[config.mk]
export PLATFORM = sky130hd
export DESIGN_NAME = gcd_datapath
export DESIGN_NICKNAME = d
export VERILOG_FILES = /design/src/rtl/gcd_pkg.sv /design/src/rtl/gcd_alu.sv /design/src/rtl/gcd_datapath.sv
export SDC_FILE = /design/constraint.sdc
export NUM_CORES = 1
export LEC_CHECK = 0
export ABC_CLOCK_PERIOD_IN_PS = 13700
export BUFFER_PORTS_ARGS = -buffer_cell sky130_fd_sc_hd__buf_2
export CAP_MARGIN = 15
export CORE_ASPECT_RATIO = 0.6
export CORE_UTILIZATION = 35
export CTS_BUF_LIST = sky130_fd_sc_hd__clkbuf_4
export DETAILED_ROUTE_END_ITERATION = 8
export GPL_TIMING_DRIVEN = 1
export SETUP_SLACK_MARGIN = 0.15
export SYNTH_ARGS = -nofsm -noshare
export SYNTH_HDL_FRONTEND = slang
export SYNTH_HIERARCHICAL = 1
export SYNTH_SLANG_ARGS = --single-unit
[constraint.sdc]
create_clock -name clk -period 13.7 [get_ports clk]
set_input_delay 1.37 -clock clk [delete_from_list [all_inputs] [get_ports clk]]
set_output_delay 1.37 -clock clk [all_outputs]
set_load 0.02 [all_outputs]
[src/rtl/gcd_pkg.sv]
// Shared definitions for the GCD datapath and its controller: ALU opcodes,
// write-data source encodings and a small opcode classification helper.
package gcd_pkg;

  // ALU operation codes; values 8..15 are reserved and yield a zero result.
  typedef enum logic [3:0] {
    ALU_ADD   = 4'd0,
    ALU_SUB   = 4'd1,
    ALU_AND   = 4'd2,
    ALU_OR    = 4'd3,
    ALU_XOR   = 4'd4,
    ALU_SLTU  = 4'd5,
    ALU_PASSA = 4'd6,
    ALU_PASSB = 4'd7
  } alu_op_e;

  // Write-data source select encodings.
  localparam logic WDSRC_ALU   = 1'b0;
  localparam logic WDSRC_CONST = 1'b1;

  // True for the opcodes that produce a carry or borrow.
  function automatic logic is_arith(input logic [3:0] func);
    return (func == ALU_ADD) || (func == ALU_SUB);
  endfunction

endpackage

[src/rtl/gcd_alu.sv]
// Combinational ALU for the GCD datapath. Produces the result word plus the
// raw add carry-out and the unsigned A<B flag (which doubles as SUB borrow).
module gcd_alu
  import gcd_pkg::*;
#(
  parameter int DW = 32
) (
  input  logic [DW-1:0] i_a,
  input  logic [DW-1:0] i_b,
  input  logic [3:0]    i_func,
  output logic [DW-1:0] o_result,
  output logic          o_carry_add,
  output logic          o_lt
);

  logic [DW:0]   w_sum;
  logic [DW-1:0] w_diff;

  assign w_sum       = {1'b0, i_a} + {1'b0, i_b};
  assign w_diff      = i_a - i_b;
  assign o_carry_add = w_sum[DW];
  assign o_lt        = (i_a < i_b);

  // Result selection by opcode; reserved opcodes fall through to zero.
  always_comb begin
    // NOTE: default assigned before the case so no path leaves o_result
    // unassigned, which would otherwise infer a latch.
    o_result = '0;
    case (i_func)
      ALU_ADD:   o_result = w_sum[DW-1:0];
      ALU_SUB:   o_result = w_diff;
      ALU_AND:   o_result = i_a & i_b;
      ALU_OR:    o_result = i_a | i_b;
      ALU_XOR:   o_result = i_a ^ i_b;
      ALU_SLTU:  o_result = {{(DW-1){1'b0}}, o_lt};
      ALU_PASSA: o_result = i_a;
      ALU_PASSB: o_result = i_b;
      default:   o_result = '0;
    endcase
  end

endmodule

[src/rtl/gcd_datapath.sv]
// GCD datapath: NREG x DW register file with two combinational operand read
// ports and one debug read port, a write mux between ALU result and a
// controller constant, and a carry flag captured on written ADD/SUB.
// Status flags (isZero, aLtB) are purely combinational so the controller can
// branch in the same cycle it presents the read addresses.
module gcd_datapath
  import gcd_pkg::*;
#(
  parameter int DW   = 32,
  parameter int NREG = 16,
  parameter int AW   = 4
) (
  input  logic          clk,
  input  logic          rst,
  input  logic [AW-1:0] raddr1,
  input  logic [AW-1:0] raddr2,
  input  logic          wen,
  input  logic [AW-1:0] waddr,
  input  logic          wdsrc,
  input  logic [3:0]    func,
  input  logic [DW-1:0] constant,
  output logic          isZero,
  output logic          aLtB,
  output logic          carry,
  input  logic [AW-1:0] dbg_raddr,
  output logic [DW-1:0] dbg_rdata
);

  logic [DW-1:0] r_regs [NREG];
  logic          r_carry;

  logic [DW-1:0] w_a;
  logic [DW-1:0] w_b;
  logic [DW-1:0] w_result;
  logic [DW-1:0] w_wdata;
  logic          w_carry_add;
  logic          w_lt;

  // Unbypassed reads: a same-cycle write is only visible after the edge.
  assign w_a       = r_regs[raddr1];
  assign w_b       = r_regs[raddr2];
  assign dbg_rdata = r_regs[dbg_raddr];

  gcd_alu #(.DW(DW)) u_alu (
    .i_a         (w_a),
    .i_b         (w_b),
    .i_func      (func),
    .o_result    (w_result),
    .o_carry_add (w_carry_add),
    .o_lt        (w_lt)
  );

  assign w_wdata = (wdsrc == WDSRC_CONST) ? constant : w_result;
  assign isZero  = (w_result == '0);
  assign aLtB    = w_lt;
  assign carry   = r_carry;

  // Register file write port; every entry clears while reset is held.
  always_ff @(posedge clk or negedge rst) begin
    if (!rst) begin
      // NOTE: the register file is reset entry by entry because the
      // controller relies on all-zero contents after reset; this forces
      // flops rather than a RAM macro, which is acceptable at this size.
      for (int i = 0; i < NREG; i++) begin
        // NOTE: non-blocking assignment for all sequential state so every
        // flop samples pre-edge values regardless of statement order.
        r_regs[i] <= '0;
      end
    end else if (wen) begin
      r_regs[waddr] <= w_wdata;
    end
  end

  // Carry flag: captured only on a written ADD/SUB sourced from the ALU.
  always_ff @(posedge clk or negedge rst) begin
    if (!rst) begin
      r_carry <= 1'b0;
    end else if (wen && (wdsrc == WDSRC_ALU) && is_arith(func)) begin
      r_carry <= (func == ALU_ADD) ? w_carry_add : w_lt;
    end
  end

endmodule

# After elaboration in Yosys (flattened, before gate mapping)
# Cells that the tools add are included.
# totals
ff_bits,513
latchBits,0
ram_bits,0
rom_bits,0
input_bits,56
out_inout_bits,35
elab_cells,61
mem_count,0
# op_classes
addsub,2
n_mul,0
div_mod_pow,0
order_cmp,6
n_eq_ne,7
shift,0
muxes,15
bitwise,8
n_reduce_logical,6
# ops
op,count
512-bit bitwise mux,1
32-bit binary-select mux with 4-bit select,3
32-bit 2-to-1 mux,8
32-bit one-hot mux with 8 select lines,1
32-bit demux with 4-bit select,1
32-bit by 32-bit adder with 33-bit output,1
32-bit AND,1
32-bit logical NOT,1
32-bit less-than comparator,1
32-bit bitwise OR,1
32-bit subtractor,1
32-bit bitwise XOR,1
5-bit greater-or-equal comparator (second input constant),4
4-bit inverter with 5-bit output,4
4-bit by 3-bit equality test with 1-bit output (second input constant),4
4-bit by 2-bit equality test with 1-bit output (second input constant),2
5-bit by 1-bit less-than comparator with 1-bit output (second input constant),1
4-bit by 1-bit equality test with 1-bit output (second input constant),1
4-bit logical NOT,1
1-bit logical AND,3
1-bit logical OR,1
1-bit 2-to-1 mux,1
1-bit inverter,1

# Depth between registers and ports, before layout
# depth
word_depth,8
ltp_mapped,22
ltp_nobuf,20

# Cells and area by module
# Netlist, hierarchy kept.
# by_module_without_submodules
module,instances,cells_per_inst,area_each_um2,seq_area_each_um2
gcd_datapath,1,1999,30648.1,12837.3
gcd_alu,1,774,5032.3,0.0

# Worst setup path before layout
# OpenSTA, ideal clock, no wires.
# synth_path
path_type,input to output
start,in raddr2[0]
end,out isZero
arrival_ps,6347
required_time_ps,12330
path_slack_ps,5983
path_stages,21
path_buffers,2
path_cell_list,clkbuf_1 buf_2 mux4_2 a22oi_1 nand2_1 ha_1 fa_1 or2_4 a221oi_4 o21a_4 a311oi_4 o21ai_4 o22ai_2 o41a_1 or4_1 a21oi_1 nor2_1 a21o_1 nor4_1 nand4_1 nor2_1
# synth_between
elab_chain_len,7
# synth_lines
element,line,source
start: declaration,gcd_datapath.sv:16,"input logic [AW-1:0] raddr2,"
4-bit inverter with 5-bit output (implied by the code),gcd_datapath.sv:41,assign w_b = r_regs[raddr2];
32-bit binary-select mux with 4-bit select,gcd_datapath.sv:41,
32-bit 2-to-1 mux (implied by the code) (2 in a row),gcd_datapath.sv:41,
net w_b[0],gcd_datapath.sv:33,logic [DW-1:0] w_b;
32-bit less-than comparator,gcd_alu.sv:22,assign o_lt = (i_a < i_b);
net aLtB,gcd_datapath.sv:23,"output logic aLtB,"
32-bit one-hot mux with 8 select lines,gcd_alu.sv:29,case (i_func)
net w_result[0],gcd_datapath.sv:34,logic [DW-1:0] w_result;
32-bit logical NOT,gcd_datapath.sv:54,assign isZero = (w_result == '0);
end: declaration,gcd_datapath.sv:22,"output logic isZero,"
# The timed path passes the listed nets, and every way through them passes these cells. The select of a mux whose other input is x is not followed.

# Worst setup path in the final report
# layout_path
start,in raddr1[0]
end,out isZero
# layout_between
elab_chain_len,7
# layout_lines
element,line,source
start: declaration,gcd_datapath.sv:15,"input logic [AW-1:0] raddr1,"
4-bit inverter with 5-bit output (implied by the code) (*),gcd_datapath.sv:40,assign w_a = r_regs[raddr1];
32-bit binary-select mux with 4-bit select (*),gcd_datapath.sv:40,
32-bit 2-to-1 mux (implied by the code) (*) (2 in a row),gcd_datapath.sv:40,
net w_a[8],gcd_datapath.sv:32,logic [DW-1:0] w_a;
32-bit subtractor or 32-bit by 32-bit adder with 33-bit output (tied branches),"gcd_alu.sv:20, gcd_alu.sv:19",
32-bit one-hot mux with 8 select lines (*),gcd_alu.sv:29,
net w_result[31],gcd_datapath.sv:34,
32-bit logical NOT (*),gcd_datapath.sv:54,
# The timed path passes the listed nets; every way through them passes the cells marked *. The select of a mux whose other input is x is not followed.

==> run_results.csv <==
group,metric,value,unit
place,io_buffers,90,
place,gp_congestion,0.961,
routing,first_iter_violations,3568,
routing,drt_wl_total,122000,µm
place,hpwlAfterDp,72500,µm
routing,ant_nets,0,
worst_hold_path,hp-class,"in -> async",
clock_tree,postCtsSetupRepairBufs,0,
clock_tree,clock_path_buffers,3,
layout,finalNonFillerCells,4188,
layout,fillers,9561,
routing,route.met2.wl,51400,µm
sta,grt_setup_unrepaired,"false",
layout,seqCellArea,12800,µm²
routing,wl_met1,53100,µm
routing,firstDrtPassIters,6,
pwr,p_total,6.71,mW
routing,wl_per_cell,29.2,µm
clock_tree,cts.clk_slew.worst_paths,70,ps
synthesis,yosys.area.top_type,"dfrtp_1",
pwr,ir_drop,0.0659,mV
clock_tree,hold_buffers,0,
synthesis,ys_ff_latch,513,
clock_tree,htree_levels,3,
sta,setup_ws,4080,ps
synthesis,synthArstFlopShare,1.00,
floorplanning,die_w,414,µm
floorplanning,coreArea,101000,µm²
synthesis,seq_area_frac_synth,0.360,
status,status,"finished, final reports clean",
setup_path,cp-end-kind,"output pin",
synthesis,synth_edf_count,0,
setup_path,reg2regPathDepth,18,
floorplanning,start_util,0.354,
floorplanning,die_y,249,µm
routing,drc,0,
grt,grt_overflow_total,0,
grt,grt_max_degree,147,
setup_path,cp-start-kind,"input port",
routing,avgViaCountPerCell,6.36,
pwr,p_leak,16.2,nW
grt,gr-usage-all-layers,0.236,
place,placed_area,37300,µm²
clock_tree,root_buffer,"clkbuf_4",
layout,utilization,0.386,
setup_path,rrSetupSlack,7980,ps
synthesis,syn_area,35700,µm²
clock_tree,cts_buffers,121,
floorplanning,die_area,103000,µm²
sta,whs,305,ps
place,dp_slack,4050,ps
sta,slew_headroom,0.323,
floorplanning,io_pins,91,
synthesis,synthDominantCellAreaShare,0.360,
sta,drv_slew,0,
sta,fin_crit_sh,0.702,
synthesis,synthFlopType,"dfrtp_1",
setup_path,rr_endpoint,"r_regs[287]$_DFFE_PN0P_",
sta,fin_worst_skew,57.4,ps
grt,grt_pass1_wl,181000,µm
grt,grt_pass1_vias,25800,
clock_tree,cts_tree,"done",
clock_tree,clk_latency,1030,ps
flow_run,cap_viol_max_count,0,
setup_path,cp_max_fo,66,
grt,antenna_found_initial,6,
layout,multi_input_area,21500,µm²
layout,nets,2928,
clock_tree,cts.sinks,513,
sta,final-setup-viol-count,0,
layout,fin_area,38900,µm²
layout,areaGrowthSynthToFinish,8.89,%
sta,timing.fmax,0.104,GHz
layout,layout-drive-gt1-share,0.457,
sta,fin_crit,9620,ps
routing,wl_met3,14300,µm
floorplanning,num_rows,90,
setup_path,critPathRequiredTime,12330,ps
synthesis,synth_area_per_cell,12.9,µm²
sta,finalHoldViolations,0,
pwr,pwr_density_cell,173,nW/µm²
synthesis,yosys_warnings,6,
setup_path,timing.rr.start,"r_regs[232]$_DFFE_PN0P_",
routing,top_layer_used,"met5",
setup_path,cp_data_arrival_time,8250,ps
synthesis,syn-num-nets,2932,
synthesis,netlist_instances,2773,
setup_path,path_class,"in -> out",
synthesis,synth.area.top_cells,"dfrtp_1 (36%), mux4_2 (24%), mux2_2 (17%), a22oi_1 (4.5%), ha_1 (3.6%)",
place,place_inst,3980,
sta,worst_pin_slew,1010,ps
synthesis,yosys.cell_types.count,79,
sta,finalSetupTns,0,ps
clock_tree,ctsResizeCount,0,
routing,via_count,26600,
worst max-delay path, stage by stage:
cell	delay, ps
buf_8	530
buf_4	700
mux4_2	590
a22oi_1	280
nand2_1	260
inv_1	120
ha_1	330
and2_1	260
nand4_1	120
o221a_2	280
nand2b_1	100
a31oi_1	180
o311ai_1	790
o31ai_1	220
o311ai_0	480
o21ai_1	160
xor2_1	200
o211ai_2	110
nor4_1	440
nand4_1	150
nor2_1	300
buf_2	230
synth_stat cells, types with 4 or more instances:
| master | count |
|---|---|
| xnor2_1 | 15 |
| nand4_1 | 6 |
| nor2_1 | 100 |
| dfrtp_1 | 513 |
| inv_1 | 90 |
| a31oi_1 | 8 |
| o221ai_1 | 5 |
| o21bai_1 | 8 |
| buf_1 | 14 |
| a21oi_1 | 83 |
| a22oi_1 | 215 |
| nand2_1 | 150 |
| nor3_1 | 16 |
| nand3b_1 | 4 |
| a222oi_1 | 5 |
| buf_4 | 5 |
| nor2b_1 | 11 |
| ha_1 | 102 |
| and2_1 | 5 |
| or3_1 | 5 |
| nand3_1 | 10 |
| o2111ai_1 | 7 |
| mux2_2 | 542 |
| a221o_1 | 4 |
| buf_2 | 84 |
| a21o_1 | 12 |
| o211ai_1 | 20 |
| mux4_2 | 384 |
| clkbuf_1 | 167 |
| o31ai_1 | 10 |
| and3_1 | 4 |
| a221oi_1 | 14 |
| nand2b_1 | 10 |
| nor4_1 | 13 |
| o21ai_0 | 67 |
| a211oi_1 | 6 |
power by group:
part,leakage [nW],internal (mW),switching (mW)
combinational,8.73,1.43,1.48
clock,0.907,0.653,0.681
sequential,6.60,1.99,0.474
worst max path at each step:
stage               from  endpoint  slack [ps]  cells past startpoint
2_1_floorplan  raddr2[0]    isZero        5980                     21
3_3_place_gp   raddr1[0]    isZero        4130                     22
3_5_place_dp   raddr2[0]    isZero        4050                     22
4_1_cts        raddr2[0]    isZero        4020                     22
5_1_grt        raddr2[0]    isZero        3560                     22
6_report       raddr1[0]    isZero        4080                     22
layout make-up:
cell class | count | area share
Antenna cell | 4 | 0.000258
Inverter | 90 | 0.00870
Tap cell | 1334 | 0.0430
Clock inverter | 37 | 0.00750
Clock buffer | 167 | 0.0323
Multi-Input combinational cell | 1899 | 0.554
Timing Repair Buffer | 144 | 0.0242
Sequential cell | 513 | 0.330
cell usage in the layout (no fill, tap or decap), drive strengths merged, types with 6 or more instances in the layout:
cell type | Yosys | layout
o21ai | 71 | 71
dfrtp | 513 | 513
xnor2 | 15 | 15
a211oi | 8 | 8
nand2b | 10 | 10
clkbuf | 167 | 167
o2111ai | 7 | 7
o31ai | 11 | 11
o211ai | 21 | 21
ha | 102 | 102
nor3 | 17 | 17
clkinv | 0 | 31
mux2 | 545 | 545
inv | 90 | 90
mux4 | 384 | 384
o21bai | 8 | 8
nand3 | 10 | 10
nor2 | 100 | 100
nand4 | 6 | 6
a21oi | 83 | 83
a31oi | 9 | 9
nor4 | 13 | 13
a22oi | 215 | 215
nand2 | 150 | 150
a21o | 13 | 13
nor2b | 11 | 11
buf | 104 | 144
a221oi | 15 | 15
cells by family (layout without fill, tap and decap cells):
logic type | Yosys count | after routing | synth area share
AOI/OAI and AO/OA | 500 | 500 | 0.0994
xor gates and xnor gates | 17 | 17 | 0.00417
adders and majority gates | 103 | 103 | 0.0363
buffers and inverters | 361 | 438 | 0.0417
DFF | 513 | 513 | 0.360
muxes | 932 | 932 | 0.415
other | 0 | 4 | 0
and+or+nand+nor | 347 | 347 | 0.0434
flip-flops by register name (all words and copies together) (netlist names):
| register | flops |
|---|---|
| r_regs | 512 |
| carry | 1 |
per-layer routing:
layer	global-route usage	up-vias
met5	0	-
met4	0.0724	4
met3	0.0744	207
met2	0.326	1613
met1	0.350	13900
li1	-	10900
(Power assumes the default switching activity.)
